[config.mk]
export PLATFORM = sky130hd
export DESIGN_NAME = fetch_unit
export DESIGN_NICKNAME = d
export VERILOG_FILES = /design/src/rtl/fetch_pkg.sv /design/src/rtl/fetch_fifo.sv /design/src/rtl/fetch_unit.sv
export SDC_FILE = /design/constraint.sdc
export NUM_CORES = 1
export LEC_CHECK = 0
export ABC_CLOCK_PERIOD_IN_PS = 2500
export BUFFER_PORTS_ARGS = -buffer_cell sky130_fd_sc_hd__buf_4
export CORE_UTILIZATION = 45
export CTS_CLUSTER_SIZE = 24
export DETAILED_ROUTE_END_ITERATION = 10
export PLACE_DENSITY = 0.72
export SKIP_LAST_GASP = 1
export SYNTH_ARGS = -nofsm -noshare
export SYNTH_HDL_FRONTEND = slang
export SYNTH_SLANG_ARGS = --single-unit
[constraint.sdc]
create_clock -name i_clk -period 2.5 [get_ports i_clk]
set_input_delay 0.625 -clock i_clk [delete_from_list [all_inputs] [get_ports i_clk]]
set_output_delay 0.625 -clock i_clk [all_outputs]
set_load 0.03 [all_outputs]
[src/rtl/fetch_pkg.sv]
// fetch_pkg
// Shared definitions for the fetch stage: the FIFO entry layout, the size of
// one instruction in bytes, and a canonical NOP word.
// The packed entry type is fixed at the default 12-bit address width; modules
// built for a different WIDTH declare a local struct of the same shape.
package fetch_pkg;

  localparam int PKG_WIDTH   = 12;
  localparam int INSTR_BYTES = 4;
  localparam logic [31:0] NOP = 32'h0000_0013;

  typedef struct packed {
    logic [PKG_WIDTH-1:0] pc;
    logic [31:0]          instr;
  } fetch_entry_t;

endpackage

[src/rtl/fetch_fifo.sv]
// fetch_fifo
// Small circular FIFO that holds fetched {pc, instr} entries for decode.
// Ports:
//   clk_i    - clock, rising edge
//   rst_ni   - synchronous active-low reset (clears pointers and count only)
//   push_i   - write data_i at the tail this cycle
//   pop_i    - retire the head entry this cycle
//   flush_i  - empty the FIFO; takes priority over push and pop
//   data_i   - entry to write
//   full_o   - count equals DEPTH
//   empty_o  - count equals zero
//   head_o   - entry at the head pointer (don't-care while empty)
// The caller must only push while full when it also pops in the same cycle,
// and must only pop while not empty.
module fetch_fifo #(
  parameter int DEPTH = 4,
  parameter int DW    = 44
) (
  input  logic          clk_i,
  input  logic          rst_ni,
  input  logic          push_i,
  input  logic          pop_i,
  input  logic          flush_i,
  input  logic [DW-1:0] data_i,
  output logic          full_o,
  output logic          empty_o,
  output logic [DW-1:0] head_o
);

  localparam int AW = $clog2(DEPTH);
  localparam int CW = AW + 1;

  logic [DW-1:0] mem_q [DEPTH];
  logic [AW-1:0] head_q, head_d;
  logic [AW-1:0] tail_q, tail_d;
  logic [CW-1:0] count_q, count_d;

  // Pointer and occupancy update; flush beats push and pop. Pointers are
  // exactly log2(DEPTH) bits so they wrap without explicit compare logic.
  always_comb begin
    head_d  = head_q;
    tail_d  = tail_q;
    count_d = count_q;
    if (flush_i) begin
      head_d  = '0;
      tail_d  = '0;
      count_d = '0;
    end else begin
      if (push_i) tail_d = tail_q + AW'(1);
      if (pop_i)  head_d = head_q + AW'(1);
      count_d = count_q + CW'(push_i) - CW'(pop_i);
    end
  end

  always_ff @(posedge clk_i) begin
    if (!rst_ni) begin
      head_q  <= '0;
      tail_q  <= '0;
      count_q <= '0;
    end else begin
      head_q  <= head_d;
      tail_q  <= tail_d;
      count_q <= count_d;
    end
  end

  // Storage is never cleared. When full, a push lands on the slot being
  // popped in the same cycle, which is safe because the head was read
  // combinationally before the edge.
  always_ff @(posedge clk_i) begin
    if (rst_ni && !flush_i && push_i) begin
      mem_q[tail_q] <= data_i;
    end
  end

  assign full_o  = (count_q == CW'(DEPTH));
  assign empty_o = (count_q == '0);
  assign head_o  = mem_q[head_q];

endmodule

[src/rtl/fetch_unit.sv]
// fetch_unit
// Front-end fetch stage: owns the PC, drives the instruction-cache address,
// and queues each returned word with its PC for decode.
// Ports:
//   i_clk         - clock, rising edge
//   i_rst_n       - synchronous active-low reset
//   o_IcacheAddr  - fetch address (the PC register)
//   i_IcacheData  - word at o_IcacheAddr, valid in the same cycle
//   i_redirect    - flush the queue and restart at i_redirectPC
//   i_redirectPC  - redirect target (low two bits ignored)
//   o_valid       - queue head holds an instruction
//   o_instr       - instruction at the queue head
//   o_pc          - PC of the queue head
//   i_ready       - decode accepts the head this cycle
// All outputs come straight from registers or queue storage, so no input has
// a combinational path to any output.
module fetch_unit
  import fetch_pkg::*;
#(
  parameter int               WIDTH    = 12,
  parameter int               DEPTH    = 4,
  parameter logic [WIDTH-1:0] RESET_PC = '0
) (
  input  logic             i_clk,
  input  logic             i_rst_n,
  output logic [WIDTH-1:0] o_IcacheAddr,
  input  logic [31:0]      i_IcacheData,
  input  logic             i_redirect,
  input  logic [WIDTH-1:0] i_redirectPC,
  output logic             o_valid,
  output logic [31:0]      o_instr,
  output logic [WIDTH-1:0] o_pc,
  input  logic             i_ready
);

  typedef struct packed {
    logic [WIDTH-1:0] pc;
    logic [31:0]      instr;
  } entry_t;

  localparam int EW = $bits(entry_t);

  logic [WIDTH-1:0] pc_q, pc_d;
  logic             fifoFull;
  logic             fifoEmpty;
  logic             pop;
  logic             fetch;
  entry_t           pushEntry;
  entry_t           headEntry;

  // A pop that coincides with a redirect is still consumed by decode; the
  // flush inside the FIFO simply overrides the pointer updates.
  assign pop   = !fifoEmpty && i_ready;
  // A full queue may still fetch when it frees a slot in the same cycle.
  assign fetch = !fifoFull || pop;

  assign pushEntry = '{pc: pc_q, instr: i_IcacheData};

  fetch_fifo #(
    .DEPTH (DEPTH),
    .DW    (EW)
  ) u_fifo (
    .clk_i   (i_clk),
    .rst_ni  (i_rst_n),
    .push_i  (fetch),
    .pop_i   (pop),
    .flush_i (i_redirect),
    .data_i  (pushEntry),
    .full_o  (fifoFull),
    .empty_o (fifoEmpty),
    .head_o  (headEntry)
  );

  // Redirect wins over sequential advance; the target is forced to a word
  // boundary by masking rather than slicing so every target bit is used.
  always_comb begin
    pc_d = pc_q;
    if (i_redirect) begin
      pc_d = i_redirectPC & ~WIDTH'(3);
    end else if (fetch) begin
      pc_d = pc_q + WIDTH'(INSTR_BYTES);
    end
  end

  always_ff @(posedge i_clk) begin
    if (!i_rst_n) begin
      pc_q <= RESET_PC;
    end else begin
      pc_q <= pc_d;
    end
  end

  assign o_IcacheAddr = pc_q;
  assign o_valid      = !fifoEmpty;
  assign o_instr      = headEntry.instr;
  assign o_pc         = headEntry.pc;

endmodule

* Word level (Yosys, flattened, before mapping)
Memories as Yosys holds them, arrays and structs flattened. A register that Yosys moved wholly into a read port is not among the register bits.
Index checks and enable logic that the tools add are counted.
** Word-level totals
- Register bits :: 19
- Bits in writable memories :: 176
- Input port bits :: 48
- Output and inout bits :: 57
- Memories :: 1
** Cells by class
- Add/sub/neg operators :: 5
- Equal/unequal tests :: 1
- Multiplexer cells :: 6
- Bitwise logic cells :: 1
- Reduce and logical (&&, ||, !) cells :: 10
** Memories
- u_fifo.mem_q :: words 4, width 44, rd ports 1, clocked after memory_dff 1, write ports 1, RTL line fetch_fifo.sv:33 : logic [DW-1:0] mem_q [DEPTH];
** Operators by type and width (count)
- $mux 12 :: 2
- $add 12x3->12 const B :: 1
- $add 2x1->2 const B :: 2
- $mux 2 :: 2
- $add 3x1->3 :: 1
- $eq 3x3->1 const B :: 1
- $logic_and 1x1->1 :: 3
- $logic_not 1->1 :: 3
- $logic_not 3->1 :: 1
- $sub 3x1->3 :: 1
- $mux 1 :: 2
- $reduce_bool 2->1 :: 1
- $reduce_or 2->1 :: 1
- $logic_or 1x1->1 :: 1
- $not 1->1 :: 1

* Logic depth before layout (Yosys ltp)
Gate-level depths: netlist (run 1).
- Depth in word-level cells :: 7
- Depth in mapped cells :: 9
- Mapped depth without buffers :: 9

* Modules after synthesis
From an unflattened synthesis (run 1), not the netlist that was laid out.
** Second synthesis, totals
- Cell total of the unflattened synthesis :: 348
- Area total of the unflattened synthesis :: 7472.2 um^2
** By module, submodules not included
- fetch_fifo :: instances 1, cells each 274, area each 6859.1 um^2, seq. area each 5465.2 um^2
- fetch_unit :: instances 1, cells each 74, area each 613.1 um^2, seq. area each 200.2 um^2

* Worst setup path after synthesis (run 1)
OpenSTA, ideal clock, no wires.
- Kind :: input -> register
- From :: in i_redirect
- To :: mem u_fifo.mem_q[0][0], enable pin
- Arrival time :: 2124 ps
- Setup slack :: -27 ps
- Stages :: 4
- Path buffers :: 0
- Cells stage by stage :: inv_1 -> nand2_1 -> nor2_1 -> and2_1
** Between the ends
- Cells in the longest elaborated chain, start to end :: 5
** RTL lines
- start: declaration :: RTL line fetch_unit.sv:28 : input logic i_redirect,
- $logic_not 1->1 :: RTL line fetch_fifo.sv:71 : if (rst_ni && !flush_i && push_i) begin
- $logic_and 1x1->1 (2 in series) :: RTL line fetch_fifo.sv:71
- $mux 1 :: RTL line fetch_fifo.sv:71
- $mux 1 (not written as such) :: RTL line fetch_fifo.sv:72 : mem_q[tail_q] <= data_i;
- end: declaration :: RTL line fetch_fifo.sv:33
No other way between the ends.

==> results by group, run 1 <==
Setup path
  • Arrival time worst endpoint: approximately 1.8 ns
  • Critical R2R Launch: u_fifo.count_q[1]
  • Worst R2R Setup Slack: around 0.35 ns
  • Worst-path maximum fanout: 25
  • Worst setup SP type: flip-flop
  • Crit path kind: reg2out
  • R2R cell count: 9
  • Required time worst endpoint: 1.88 ns
  • Crit Reg-Reg Endpoint: u_fifo.count_q[2]
  • CP endpoint kind: output pin

Worst hold path
  • Hold crit path type: in2reg
  • Hold Path Origin: i_IcacheData[27]
  • Hold Path Sink: u_fifo.mem_q[0][27]
  • Hold depth: 1

Power
  • Combinational share of power: around 13%
  • Reg power frac: approximately 52%
  • Clk pwr share: 35.7%
  • Power Dens Cells: between 700 and 800 nW/um^2
  • Internal: roughly 5.3 mW
  • Max VDD drop: about 0.00053 V
  • Switching Share: 23.4%
  • PnR Total Power: between 6 and 7 mW
  • Leak: 2.97 nW
  • NetSw: ~1.6 mW

Final layout
  • Share of cells above drive strength 1: 42.6%
  • Layout area overhead: 23.0%
  • N_diodes: 0
  • Multi-input gate area: 1560 sq um
  • Sequential Area: ~5400 sq um
  • # fillers: between 1000 and 1500
  • Non-Filler Instances: about 670
  • Final nets: a little over 500

Die
  • Row count: 45
  • Starting Density: between 40% and 50%
  • Die Ht: 127 um
  • Area of the core: about 15000 sq um
  • Full die area: roughly 16000 sq um
  • Top-Level Pins: approximately 110
  • Die Width: roughly 130 um

Timing
  • Final hold violation count: 0
  • Worst slew pin tran: ~0.65 ns
  • Rel. slew slack: ~57%
  • F_max: between 0.4 and 0.5 GHz
  • Pins Over Slew Limit: 0
  • Setup_tns: 0 ns
  • Clock Skew: roughly 0.0085 ns
  • RSZ-0062 raised after global routing: false
  • Final-report setup violation count: 0
  • Fin crit period: approximately 2.4 ns
  • Fin crit share: about 96%

Clocking
  • CTS tree: done
  • Post-CTS sizing: 0
  • Post-CTS Setup Inserts: 0
  • Total CTS buffers: 17
  • Hold Buf Count CTS: 0
  • Sink Count: around 190
  • Clk Latency, worst-skew pair: ~0.42 ns
  • Clock slew at reported path FFs: ~0.07 ns
  • H-tree depth: 4
  • Bufs on Longest Clock Path: 2
  • Clk root buf: clkbuf_16

Synthesis
  • #FFs+latches synth: between 150 and 200
  • Register area share after synthesis: between 70% and 80%
  • Yosys cell types: 29
  • Synthesized area: 7080 sq um
  • Post-synth top area cell: edfxtp_1
  • Dominant synthesized flop cell: edfxtp_1
  • Ys Warns: 0
  • Top cells by count, synth: edfxtp_1 (168), mux4_2 (42), dfxtp_1 (19)
  • Yosys top cell area share: between 70% and 80%
  • Mapped Cells: about 330
  • Synth area leaders: edfxtp_1 (71%), mux4_2 (13%), dfxtp_1 (5.4%)
  • Async S/R FF share, synth: 0%
  • Syn Area/Cell: between 20 and 25 sq um
  • Count leader, synth: edfxtp_1
  • EDFF count, synth: 168

Route
  • DR vias: 3385
  • Detailed Route Iter0 Violations: roughly 240
  • Final ANT Viol Nets: 0
  • Drt total wl: 12.1 mm
  • Residual DRC: 0
  • Routed vias/inst: slightly above 5
  • First-pass DRT Iterations: 4
  • Wire per inst: roughly 18 um

GRT
  • Total Routing Usage GR: 15.9%
  • Antenna violations before repair: 0
  • Vias in the first global route: between 3000 and 4000
  • First-pass GRT wire length: approximately 19 mm
  • Remaining Overflow, GRT: 0
  • Largest net degree at the start of global routing: 43

Placement
  • Placed Cells: between 600 and 700
  • Post-DP HPWL: roughly 7.4 mm
  • IO Port Bufs: a little under 100
  • Final GP Congestion: around 0.72

Flow run
  • Total of max-cap violations: 0

Outcome
  • Status: finished clean
layer usage:
| metal | track usage [%] | routed length [um] | vias to the layer above |
|---|---|---|---|
| li1 | - | - | 1558 |
| met2 | 25.5 | 5960 | 104 |
| met4 | 5.04 | 123 | 0 |
| met1 | 20.8 | 5380 | 1711 |
| met3 | 5.07 | 647 | 12 |
| met5 | 0 | 0 | - |
worst max-delay path by stage:
stage | startpoint | to | slack, ns | cells past startpoint
final | flip-flop | o_instr[25] | 0.10 | 3
after global routing | flip-flop | o_instr[25] | 0.02 | 3
after CTS | flip-flop | o_instr[25] | 0.05 | 3
after detailed placement | i_ready | u_fifo.count_q[2] | 0.20 | 10
after global placement | i_ready | u_fifo.count_q[2] | 0.25 | 10
after floorplan | i_redirect | u_fifo.mem_q[0][0] | 0.42 | 4
final cells by class:
type                            count  share of cell area, %
Clock buffer                       22                   5.69
Clock inverter                     10                  0.704
Multi-Input combinational cell    125                   17.9
Tap cell                          211                   3.03
Sequential cell                   187                   62.3
Inverter                            7                  0.302
Timing Repair Buffer              109                   10.1
critical path, stage by stage (launching register included):
cell and delay (ns):
dfxtp_4 0.37, buf_12 0.22, mux4_2 0.55, buf_4 0.19
cells by family after synthesis:
family,share of synthesized area [%]
DFF,76.6
muxes,13.5
and+or+nand+nor,3.59
buffers and inverters,1.68
AOI/OAI and AO/OA,1.48
xor gates and xnor gates,1.61
adders and majority gates,1.52
other,0.0529
per-stage QoR:
| stage | hold slack [ns] | area (sq um) | utilization [%] | worst slack (ns) |
|---|---|---|---|---|
| floorplan | 0.465 | 7100 | - | 0.420 |
| global placement | 0.458 | 8160 | 53.5 | 0.248 |
| detailed placement | 0.466 | 8160 | 53.5 | 0.203 |
| CTS | 0.389 | 8710 | 57.1 | 0.0547 |
| global route | 0.384 | 8710 | 57.1 | 0.0181 |
| finish | 0.407 | 8710 | 57.1 | 0.104 |
sequential cells by signal, summed over array words and instances (netlist names), named ones only:
name	cells
u_fifo.count_q	3
o_IcacheAddr	10
u_fifo.head_q	2
u_fifo.mem_q	168
u_fifo.tail_q	2
cell usage in the layout (no fill, tap or decap), types with 2 or more instances in the layout:
cell type  count
edfxtp_1     168
buf_4        104
mux4_2        42
clkbuf_16     18
dfxtp_1       17
nand2_1       10
xnor2_1       10
o21ai_0       10
nor2_1         9
a21oi_1        9
ha_1           7
inv_1          6
clkinv_2       5
buf_12         5
and2_2         4
conb_1         4
nor4b_4        3
nor3_1         3
xor2_1         3
inv_4          3
clkbuf_8       3
and2_1         2
power groups by stage:
stage               registers (mW)  clock network [mW]  logic [mW]
floorplan                     3.66                   0       0.560
global placement              3.64                   0       0.880
detailed placement            3.65                   0       0.896
CTS                           3.59                2.53       0.899
global route                  3.60                2.65       0.950
finish                        3.58                2.48       0.882
No activity file was read; power rests on OpenSTA's default activity.
==> run 2, diff against run 1 <==
- ABC_CLOCK_PERIOD_IN_PS: 2500 -> 2560
- PLACE_DENSITY: 0.72 -> 0.69
- clock period: 2.5 -> 2.56 ns (I/O delays scaled with it)
==> results by group, run 2 (synthesis results as in run 1) <==
Outcome
  • Status: finished clean (unchanged)

Placement
  • Final GP Congestion: 0.721 (was 0.722)
  • Area after DPL: 8170 sq um (was 8160 sq um)
  • Placed Cells: 637 (was 639)
  • IO Port Bufs: 98 (unchanged)
  • Post-DP HPWL: 7.10 mm (was 7.40 mm)

Flow run
  • Total of max-cap violations: 0 (unchanged)

Clocking
  • Clk root buf: clkbuf_16 (unchanged)
  • Clk Latency, worst-skew pair: 0.43 ns (was 0.42 ns)
  • Bufs on Longest Clock Path: 2 (unchanged)
  • Sink Count: 187 (unchanged)
  • H-tree depth: 4 (unchanged)
  • Clock slew at reported path FFs: 0.07 ns (about the same)
  • Total CTS buffers: 17 (unchanged)
  • CTS tree: done (unchanged)
  • Post-CTS Setup Inserts: 0 (unchanged)

Setup path
  • Worst setup endpoint: o_instr[30] (was o_instr[25])
  • CP peak stage delay: 0.53 ns (was 0.55 ns)
  • CP Depth: 3 (unchanged)
  • CP Buf/Inv Count: 2 (unchanged)
  • Worst setup SP type: flip-flop (unchanged)
  • Arrival time worst endpoint: 1.81 ns (was 1.77 ns)
  • Crit path kind: reg2out (unchanged)
  • Critical R2R Launch: u_fifo.count_q[1] (unchanged)
  • Worst R2R Setup Slack: 0.38 ns (was 0.35 ns)
  • Required time worst endpoint: 1.92 ns (was 1.88 ns)
  • Cell family with most CP delay: multiplexers (unchanged)
  • Crit Reg-Reg Endpoint: u_fifo.count_q[2] (unchanged)
  • Crit-path slowest cell: mux4_2 (unchanged)
  • R2R cell count: 9 (unchanged)
  • Worst-path maximum fanout: 21 (was 25)
  • CP endpoint kind: output pin (unchanged)
  • CP cell instances: clkbuf_16, mux4_2, buf_4 (was buf_12, mux4_2, buf_4)

Final layout
  • Largest register FFs: 168 (unchanged)
  • # fillers: 1134 (was 1132)
  • Non-Filler Instances: 670 (was 671)
  • Final core occ: 57.5% (was 57.1%)
  • Fin area: 8780 sq um (was 8710 sq um)
  • Most frequent cells in the layout: edfxtp_1 (168), buf_4 (100), mux4_2 (42) (was edfxtp_1 (168), buf_4 (104), mux4_2 (42))
  • Final nets: 502 (was 503)
  • Share of cells above drive strength 1: 42.5% (was 42.6%)
  • N_diodes: 0 (unchanged)
  • Top reg by flops: u_fifo.mem_q (unchanged)
  • Commonest non-fill, non-tap cell in the layout: edfxtp_1 (unchanged)
  • Layout area overhead: 23.9% (was 23.0%)

Die
  • Full die area: 16200 sq um (unchanged)
  • Die Ht: 127 um (unchanged)
  • Top-Level Pins: 105 (unchanged)
  • Starting Density: 46.4% (unchanged)
  • Area of the core: 15300 sq um (unchanged)
  • Row count: 45 (unchanged)
  • Die Width: 127 um (unchanged)

Power
  • Max VDD drop: 0.000490 V (was 0.000534 V)
  • Power Dens Cells: 788 nW/um^2 (was 797 nW/um^2)
  • Leak: 2.96 nW (was 2.97 nW)
  • PnR Total Power: 6.91 mW (was 6.94 mW)

Route
  • Routed vias/inst: 5.10 (was 5.04)
  • Residual DRC: 0 (unchanged)
  • Detailed Route Iter0 Violations: 205 (was 235)
  • Final ANT Viol Nets: 0 (unchanged)
  • DR vias: 3419 (was 3385)
  • First-pass DRT Iterations: 7 (was 4)
  • Wire per inst: 18.2 um (was 18.0 um)
  • Drt total wl: 12.2 mm (was 12.1 mm)

GRT
  • Total Routing Usage GR: 16.0% (was 15.9%)
  • First-pass GRT wire length: 18.8 mm (was 18.6 mm)
  • Vias in the first global route: 3538 (was 3505)
  • Largest net degree at the start of global routing: 43 (unchanged)
  • Remaining Overflow, GRT: 0 (unchanged)
  • Antenna violations before repair: 0 (unchanged)

Timing
  • RSZ-0062 raised after global routing: false (unchanged)
  • F_max: just over 0.4 GHz
  • Final hold violation count: 0 (unchanged)
  • Fin crit period: about 2.4 ns
  • Final-report setup violation count: 0 (unchanged)
  • Clock Skew: 0.00522 ns (was 0.00849 ns)
  • Pins Over Slew Limit: 0 (unchanged)
  • Fin crit share: about 96%

Worst hold path
  • Hold crit path type: in2reg (unchanged)
-- run 2: cell types whose count changed in the layout (fill, tap and decap cells not counted) --
cell,before,now
clkinvlp_4,0,5
buf_4,104,100
clkbuf_8,3,0
inv_4,3,0
bufinv_16,0,2
clkinv_2,5,3
buf_12,5,6
buf_16,0,1
clkinv_4,1,2
inv_6,1,2
-- run 2: metrics by stage --
| step | setup slack, ns | TNS (ns) | hold WS [ns] |
|---|---|---|---|
| after floorplan | 0.0176 | 0 | 0.465 |
| after global placement | 0.302 | 0 | 0.473 |
| final | 0.110 | 0 | 0.408 |
| after CTS | -0.0225 | -0.0225 | 0.392 |
| after detailed placement | 0.249 | 0 | 0.490 |
| after global routing | 0.0362 | 0 | 0.396 |
-- run 2: worst min path at each step --
stage                                     end             start  slack, ns  cells after the start
after CTS                 u_fifo.mem_q[1][31]  i_IcacheData[31]       0.39                      1
after global routing       u_fifo.mem_q[2][0]   i_IcacheData[0]       0.40                      1
final                     u_fifo.mem_q[0][20]  i_IcacheData[20]       0.41                      1
after floorplan              u_fifo.tail_q[1]  u_fifo.tail_q[1]       0.46                      2
after detailed placement     u_fifo.tail_q[1]  u_fifo.tail_q[1]       0.49                      2
after global placement       u_fifo.tail_q[1]  u_fifo.tail_q[1]       0.47                      2
-- run 2: area by class of cell --
class                   count  area, sq um  share of cell area (%)
clock buffers              18          429                    4.89
clock inverters            14          148                    1.68
inverters                   7         26.3                   0.299
multi-input cells         125         1560                    17.7
flip-flops and latches    187         5430                    61.9
well taps                 211          264                    3.01
repair buffers            108          923                    10.5
-- run 2: routing by layer --
layer  routed length, um  vias to the layer above  track usage [%]  share of wire [%]
met5                   0                        -                0                  0
met1                5470                     1714             20.9                 45
met2                5810                      121             25.0                 48
li1                    -                     1563                -                  -
met4                 251                        0             7.98                2.1
met3                 675                       21             4.27                5.5
-- run 2: where the power goes --
part / internal (mW) / leakage, nW / switching [mW]
combinational: 0.391 / 1.00 / 0.476
sequential: 3.44 / 1.69 / 0.0703
clock: 1.44 / 0.269 / 1.10
total: 5.26 / 2.96 / 1.65
-- run 2: timing repair --
item | 4_1_cts | 5_1_grt
resized for setup | 1 | 0
setup endpoints to repair | 4 | 34
hold buffers | 0 | 0
gates cloned | 0 | 1
-- run 2: worst register-to-register path, delay by kind of cell, from the launching register on --
family                   cells  cell delay (ns)
AO/OA/AOI/OAI                1             0.40
AND/OR/NAND/NOR              1             0.05
XOR/XNOR                     2             0.31
adder cells (fa/ha/maj)      3             0.80
flip-flops                   1             0.39
buffers and inverters        2             0.11
